===== config.mk =====
export PLATFORM = sky130hd
export DESIGN_NAME = sub16_serial
export DESIGN_NICKNAME = d
export VERILOG_FILES = /design/src/rtl/sub16_serial.sv
export SDC_FILE = /design/constraint.sdc
export NUM_CORES = 1
export LEC_CHECK = 0
export ABC_AREA = 1
export BUFFER_PORTS_ARGS = -buffer_cell sky130_fd_sc_hd__buf_2
export CAP_MARGIN = 25
export CORE_ASPECT_RATIO = 0.7
export CORE_UTILIZATION = 59
export DETAILED_ROUTE_END_ITERATION = 16
export GPL_ROUTABILITY_DRIVEN = 0
export PLACE_DENSITY = 0.95
export REMOVE_ABC_BUFFERS = 1
export SYNTH_ARGS = -nofsm -noshare
export SYNTH_HDL_FRONTEND = slang
export SYNTH_SLANG_ARGS = --single-unit

===== constraint.sdc =====
create_clock -name clk -period 3.15 [get_ports clk]
set_input_delay 0.63 -clock clk [delete_from_list [all_inputs] [get_ports clk]]
set_output_delay 0.63 -clock clk [all_outputs]
set_load 0.05 [all_outputs]

===== src/rtl/sub16_serial.sv =====
// Bit-serial subtractor: d = a - b computed as a + ~b + 1, BITS_PER_CYCLE bits per clock.
// Define SUB16_SERIAL_FLAGS_EN to add the registered zr/ng status outputs.
module sub16_serial #(
  parameter int WIDTH          = 16,
  parameter int BITS_PER_CYCLE = 1
) (
  input  logic             clk,
  input  logic             rst_n,
  input  logic             in_valid,
  output logic             in_ready,
  input  logic [WIDTH-1:0] a,
  input  logic [WIDTH-1:0] b,
  output logic             out_valid,
  input  logic             out_ready,
  output logic [WIDTH-1:0] d,
  output logic             borrow
`ifdef SUB16_SERIAL_FLAGS_EN
  ,
  output logic             zr,
  output logic             ng
`endif
);

  localparam int K     = BITS_PER_CYCLE;
  localparam int N     = WIDTH / K;
  localparam int CNT_W = (N > 1) ? $clog2(N) : 1;
  localparam logic [CNT_W-1:0] LAST = CNT_W'(N - 1);

  localparam logic [1:0] IDLE = 2'd0;
  localparam logic [1:0] RUN  = 2'd1;
  localparam logic [1:0] DONE = 2'd2;

  generate
    if (!(K == 1 || K == 2 || K == 4 || K == 8) || (WIDTH % K) != 0 || N < 2) begin : g_bad_cfg
      $error("sub16_serial: BITS_PER_CYCLE must be 1/2/4/8 and divide WIDTH into at least two slices");
    end
  endgenerate

  logic [1:0]       state_reg, state_next;
  logic [WIDTH-1:0] a_reg, b_reg, res_reg;
  logic [CNT_W-1:0] count_reg;
  logic             carry_reg;
  logic             borrow_reg;
  logic             armed_reg;

  logic [K:0]       chain;
  logic [K-1:0]     sum_bits;
  logic             accept;
  logic             release_out;
  logic             last_slice;

  // armed_reg keeps in_ready low until the first edge after reset release
  assign in_ready    = armed_reg && (state_reg == IDLE);
  assign out_valid   = (state_reg == DONE);
  assign d           = res_reg;
  assign borrow      = borrow_reg;
  assign accept      = in_valid && in_ready;
  assign release_out = out_valid && out_ready;
  assign last_slice  = (state_reg == RUN) && (count_reg == LAST);

  // Ripple slice adder over the low K bits of the operand shift registers
  assign chain[0] = carry_reg;
  generate
    for (genvar gi = 0; gi < K; gi++) begin : g_fa
      assign sum_bits[gi]  = a_reg[gi] ^ b_reg[gi] ^ chain[gi];
      assign chain[gi + 1] = (a_reg[gi] & b_reg[gi]) | (chain[gi] & (a_reg[gi] ^ b_reg[gi]));
    end
  endgenerate

  always_comb begin
    state_next = state_reg;
    case (state_reg)
      IDLE:    if (accept) state_next = RUN;
      RUN:     if (count_reg == LAST) state_next = DONE;
      DONE:    if (release_out) state_next = IDLE;
      default: state_next = IDLE;
    endcase
  end

  always_ff @(posedge clk or negedge rst_n) begin
    if (!rst_n) begin
      state_reg  <= IDLE;
      armed_reg  <= 1'b0;
      a_reg      <= '0;
      b_reg      <= '0;
      res_reg    <= '0;
      count_reg  <= '0;
      carry_reg  <= 1'b1;
      borrow_reg <= 1'b0;
    end else begin
      state_reg <= state_next;
      armed_reg <= 1'b1;
      case (state_reg)
        IDLE: begin
          if (accept) begin
            a_reg     <= a;
            b_reg     <= ~b;
            carry_reg <= 1'b1;
            count_reg <= '0;
          end
        end
        RUN: begin
          a_reg     <= a_reg >> K;
          b_reg     <= b_reg >> K;
          res_reg   <= {sum_bits, res_reg[WIDTH-1:K]};
          carry_reg <= chain[K];
          count_reg <= count_reg + CNT_W'(1);
          if (last_slice) borrow_reg <= ~chain[K];
        end
        default: ;
      endcase
    end
  end

`ifdef SUB16_SERIAL_FLAGS_EN
  logic any_one_reg;
  logic zr_reg;
  logic ng_reg;

  assign zr = zr_reg;
  assign ng = ng_reg;

  // Zero detect accumulates one slice at a time instead of a WIDTH-wide reduction
  always_ff @(posedge clk or negedge rst_n) begin
    if (!rst_n) begin
      any_one_reg <= 1'b0;
      zr_reg      <= 1'b0;
      ng_reg      <= 1'b0;
    end else begin
      if (accept) begin
        any_one_reg <= 1'b0;
      end else if (state_reg == RUN) begin
        any_one_reg <= any_one_reg | (|sum_bits);
      end
      if (last_slice) begin
        zr_reg <= ~(any_one_reg | (|sum_bits));
        ng_reg <= sum_bits[K-1];
      end
    end
  end
`endif

endmodule


Word level (Yosys, flattened, before mapping)
Cells that the tools add are included.

Multiplexer cells: 12. Add/sub/neg operators: 1. Reductions and logical operators: 9. Bitwise operators: 7. Equality and inequality tests: 6.

Operator list (number): 16-bit one-hot mux with 2 select lines (2); 16-bit 2-to-1 mux (2); 16-bit NOT (1); 4-bit one-hot mux with 2 select lines (1); 2-bit 2-to-1 mux (3); 2-bit one-hot mux with 3 select lines (1); 4-bit by 1-bit adder with 4-bit output, second input constant (1); 4-bit == test, second input constant (1); 1-bit logical AND (4); 4-bit 2-to-1 mux (1); 2-bit by 1-bit != test with 1-bit output, second input constant (2); 2-bit AND reduction (2); 3-bit AND reduction (1); 1-bit AND (2); 2-bit by 1-bit == test with 1-bit output, second input constant (1); 2-bit == test, second input constant (1); 2-bit zero test (1); 2-bit != test, second input constant (1); 1-bit one-hot mux with 2 select lines (1); 2-bit nonzero test (1); 1-bit XOR (2); 1-bit 2-to-1 mux (1); 1-bit NOT (1); 1-bit OR (1).

Register bits: 57.

Longest topological paths before layout
Depth after elaboration: 5. Gate-level depth with buffers: 7. Gate-level depth less buffers: 6.

Worst setup path before layout
No wires, ideal clock.

Kind: flip-flop to output port. Start point: register state_reg[0]. End point: output in_ready. Cell stages (with the launch flop): 2. Buffers on the path: 0. Data arrival time: 1.661 ns. Required time: 2.520 ns. Slack: 0.859 ns. Path through: dfrtp_1 nor3b_1.

Longest elaborated chain between the ends: 2.

Ends and longest elaborated chain: start, declared (line 39) `logic [1:0] state_reg, state_next;`; start signal, assigned (line 91) `state_reg <= state_next;`; 2-bit zero test (line 53) `assign in_ready = armed_reg && (state_reg == IDLE);`; 1-bit logical AND (line 53); end, declared (line 10) `output logic in_ready,`.

No other way between the ends.

Worst setup path after layout
Same ends and word-level chain as after synthesis.

==> metrics list <==
- Critical Path RT: about 2500 ps
* Category of the worst setup path capture point: output pin
- Relative to the synthesized area, the layout overhead comes to 17.7%.
- Final hold violation count: 0
- Input/output buffers: 54
- After detailed placement, the design holds a cell count of about 460.
- Dividing the detail-routed wire length by the instance count gives roughly 12 um.
* Most common cell after layout, fill and taps aside: nand2_1
- The total area inside the core boundary comes to ~4400 um^2.
- Pin count of the biggest net entering global routing: between 80 and 90
- CTS sink cnt: 57
* Drt pass-1 iters: 4
- Static timing analysis puts the maximum clock frequency at approximately 0.50 GHz.
* Top area cells in the synthesized netlist: dfrtp_1, nand2_1, nand3_1, inv_1, o21ai_0
- Worst r2r path cells: 7
- Slew @ Worst Pin: ~810 ps
- Post-CTS timing repair inserted 0 buffers for setup.
* Post-synthesis cell type count: 20
- In this run the register-to-register setup slack is approximately 1400 ps.
- Total via count in the routed design: between 2k and 2.5k
- The die covers around 5000 um^2.
- Yosys Warn Count: 0
* Power density cells: 1110 nW/um^2
- The finished layout holds approximately 480 standard cells, fillers aside.
- The detail route stage leaves a number of antenna-violating nets equal to 0.
- For this run, asynchronously set or reset flops after synthesis account for between 90% and 100%.
- Reg2reg start: state_reg[0]$_DFFE_PN0P_
- Mean number of vias per cell: between 5 and 6
- Hold buffers post-CTS: 0
* Worst hold path class: input port to asynchronous set/reset pin
* Cell Rows: 20
- Number of antenna violations at the first check in global routing: 0
* Max-Cap Viols: 0
* Clk pin slew, worst setup/hold paths: about 70 ps
- Die width: roughly 84 um
- Setup violations remaining at the end of the flow were counted as 0.
- Data on the critical path arrives at its endpoint at ~1400 ps.
- Once layout is complete, the utilization of the core stands at 73.8%.
- Ports: 55
- The critical path in this run is classified as flop to output pin.
- Clock tree synthesis selected as its root buffer the cell clkbuf_8.
- # nets final: about 450
- In the final timing run, aggregate negative setup slack is 0 ps.
* TritonCTS buffer count: 9
* Yosys top cell by area: dfrtp_1
- The via count of the first global-routing pass came to 2105.
- Buffers from clock root to sink, at most: 2
- Minimum hold slack: slightly above 300 ps
- Relative slew slack: a little under half
- The most used flip-flop cell after synthesis is dfrtp_1.
- In the synthesized netlist, the number of instances is 366.
* Static Leak: 1.91 nW
- The run finished with clean final reports.
- The final critical path takes up between 60% and 70% of the cycle.
- Count of cells resized by post-cts repair: 0
- Before CTS, the worst setup slack after placement is 1240 ps.
* Global-route wire length before repair: about 9700 um
- TritonCTS built the clock tree.
- The synthesized design contains 57 register bits.
* Worst setup path startpoint: state_reg[0]$_DFFE_PN0P_
- In this run the vertical extent of the chip is around 59 um.
* Worst skew pair latency: between 300 and 400 ps
- Across every metal layer, demand over resource in global routing totals about a quarter.
- The synthesized design devotes to its leading area cell type 50.8% of total area.
* Cell area after synthesis: approximately 2800 um^2
- IR drop worst, VDD: 843 uV
- The wire-length estimate of the detail-placed layout is ~3500 um.
* Final min period: roughly 2000 ps
- Final wirelength: around 5700 um
* Initial Util: between 60 and 70%
* Commonest non-fill, non-tap cells in the layout: nand2_1, dfrtp_1, buf_2
- Layout Skew: between 7 and 8 ps
- The share of the Yosys chip area taken by registers is between 50% and 60%.
- Number of inserted diodes: 0
- In this run the critical register-to-register path is captured at a_reg[12]$_DFFE_PN0P_.
- Overflow left after global routing: 0
- Remaining routing DRC violations: 0
* Fraction of final layout cells with drive strength greater than 1: about a fifth
- The synthesized design contains 0 enable-type register cells.
- After layout, the worst setup slack is roughly 1100 ps.
* Critical path startpoint category: flop
- Along the worst path, the maximum fanout reaches 6.
* Setup repair after global routing missed its margin: no
* CTS H-tree lvls: 3
- After the first detailed-routing iteration, the DRC count stood at between 150 and 200.
* Final Max Tran Viols: 0
- After synthesis, the mean cell area works out to 7.54 um^2.
==> synthesized netlist by cell type, types with 2 or more instances <==
library cell / instances
buf_2: 13
buf_4: 7
dfrtp_1: 56
inv_1: 28
nand2_1: 186
nand3_1: 42
nand4_1: 2
nor2_1: 5
o21ai_0: 16
==> stage by stage <==
step | area, um^2 | power, mW
after floorplan | 2630 | 2.38
after detailed placement | 3000 | 2.80
final | 3250 | 3.61
after CTS | 3220 | 3.58
after global placement | 3000 | 2.72
after global routing | 3250 | 3.88
==> area by class of cell <==
| cell class | count | area, um^2 |
|---|---|---|
| clock inverters | 5 | 78.8 |
| repair buffers | 59 | 328 |
| well taps | 55 | 68.8 |
| clock buffers | 11 | 141 |
| multi-input cells | 259 | 1090 |
| inverters | 29 | 109 |
| fillers | 334 | 1160 |
| flip-flops and latches | 57 | 1430 |
==> where the power goes <==
group | leakage [nW] | internal, mW | switching (mW)
clock network | 0.113 | 0.466 | 0.297
logic | 1.07 | 0.478 | 1.11
registers | 0.724 | 1.05 | 0.208
total | 1.91 | 2.00 | 1.61
==> worst max-delay path by stage <==
stage,endpoint,slack [ps]
finish,in_ready,1140
global route,in_ready,1030
CTS,in_ready,1130
detailed placement,b_reg[0]$_DFFE_PN0P_,1240
global placement,a_reg[2]$_DFFE_PN0P_,1290
floorplan,a_reg[0]$_DFFE_PN0P_,760
==> kinds of logic after synthesis <==
| kind of cell | Yosys count | share of synthesized area, % |
|---|---|---|
| AO/OA/AOI/OAI | 17 | 3.17 |
| other | 1 | 0.136 |
| AND/OR/NAND/NOR | 239 | 35.2 |
| buffers and inverters | 50 | 8.61 |
| flip-flops | 57 | 51.7 |
| adder cells (fa/ha/maj) | 2 | 1.18 |
==> worst max-delay path, stage by stage, from the launching register on <==
cell	delay, ps
dfrtp_1	450
nor3b_1	280
buf_2	310
==> metal layers <==
metal | share of wire [%] | GRT usage [%]
met1 | 46 | 35.6
met5 | 0 | 0
met4 | 0.70 | 7.75
met3 | 7.6 | 9.47
met2 | 46 | 38.9
No activity file was read; power rests on OpenSTA's default activity.
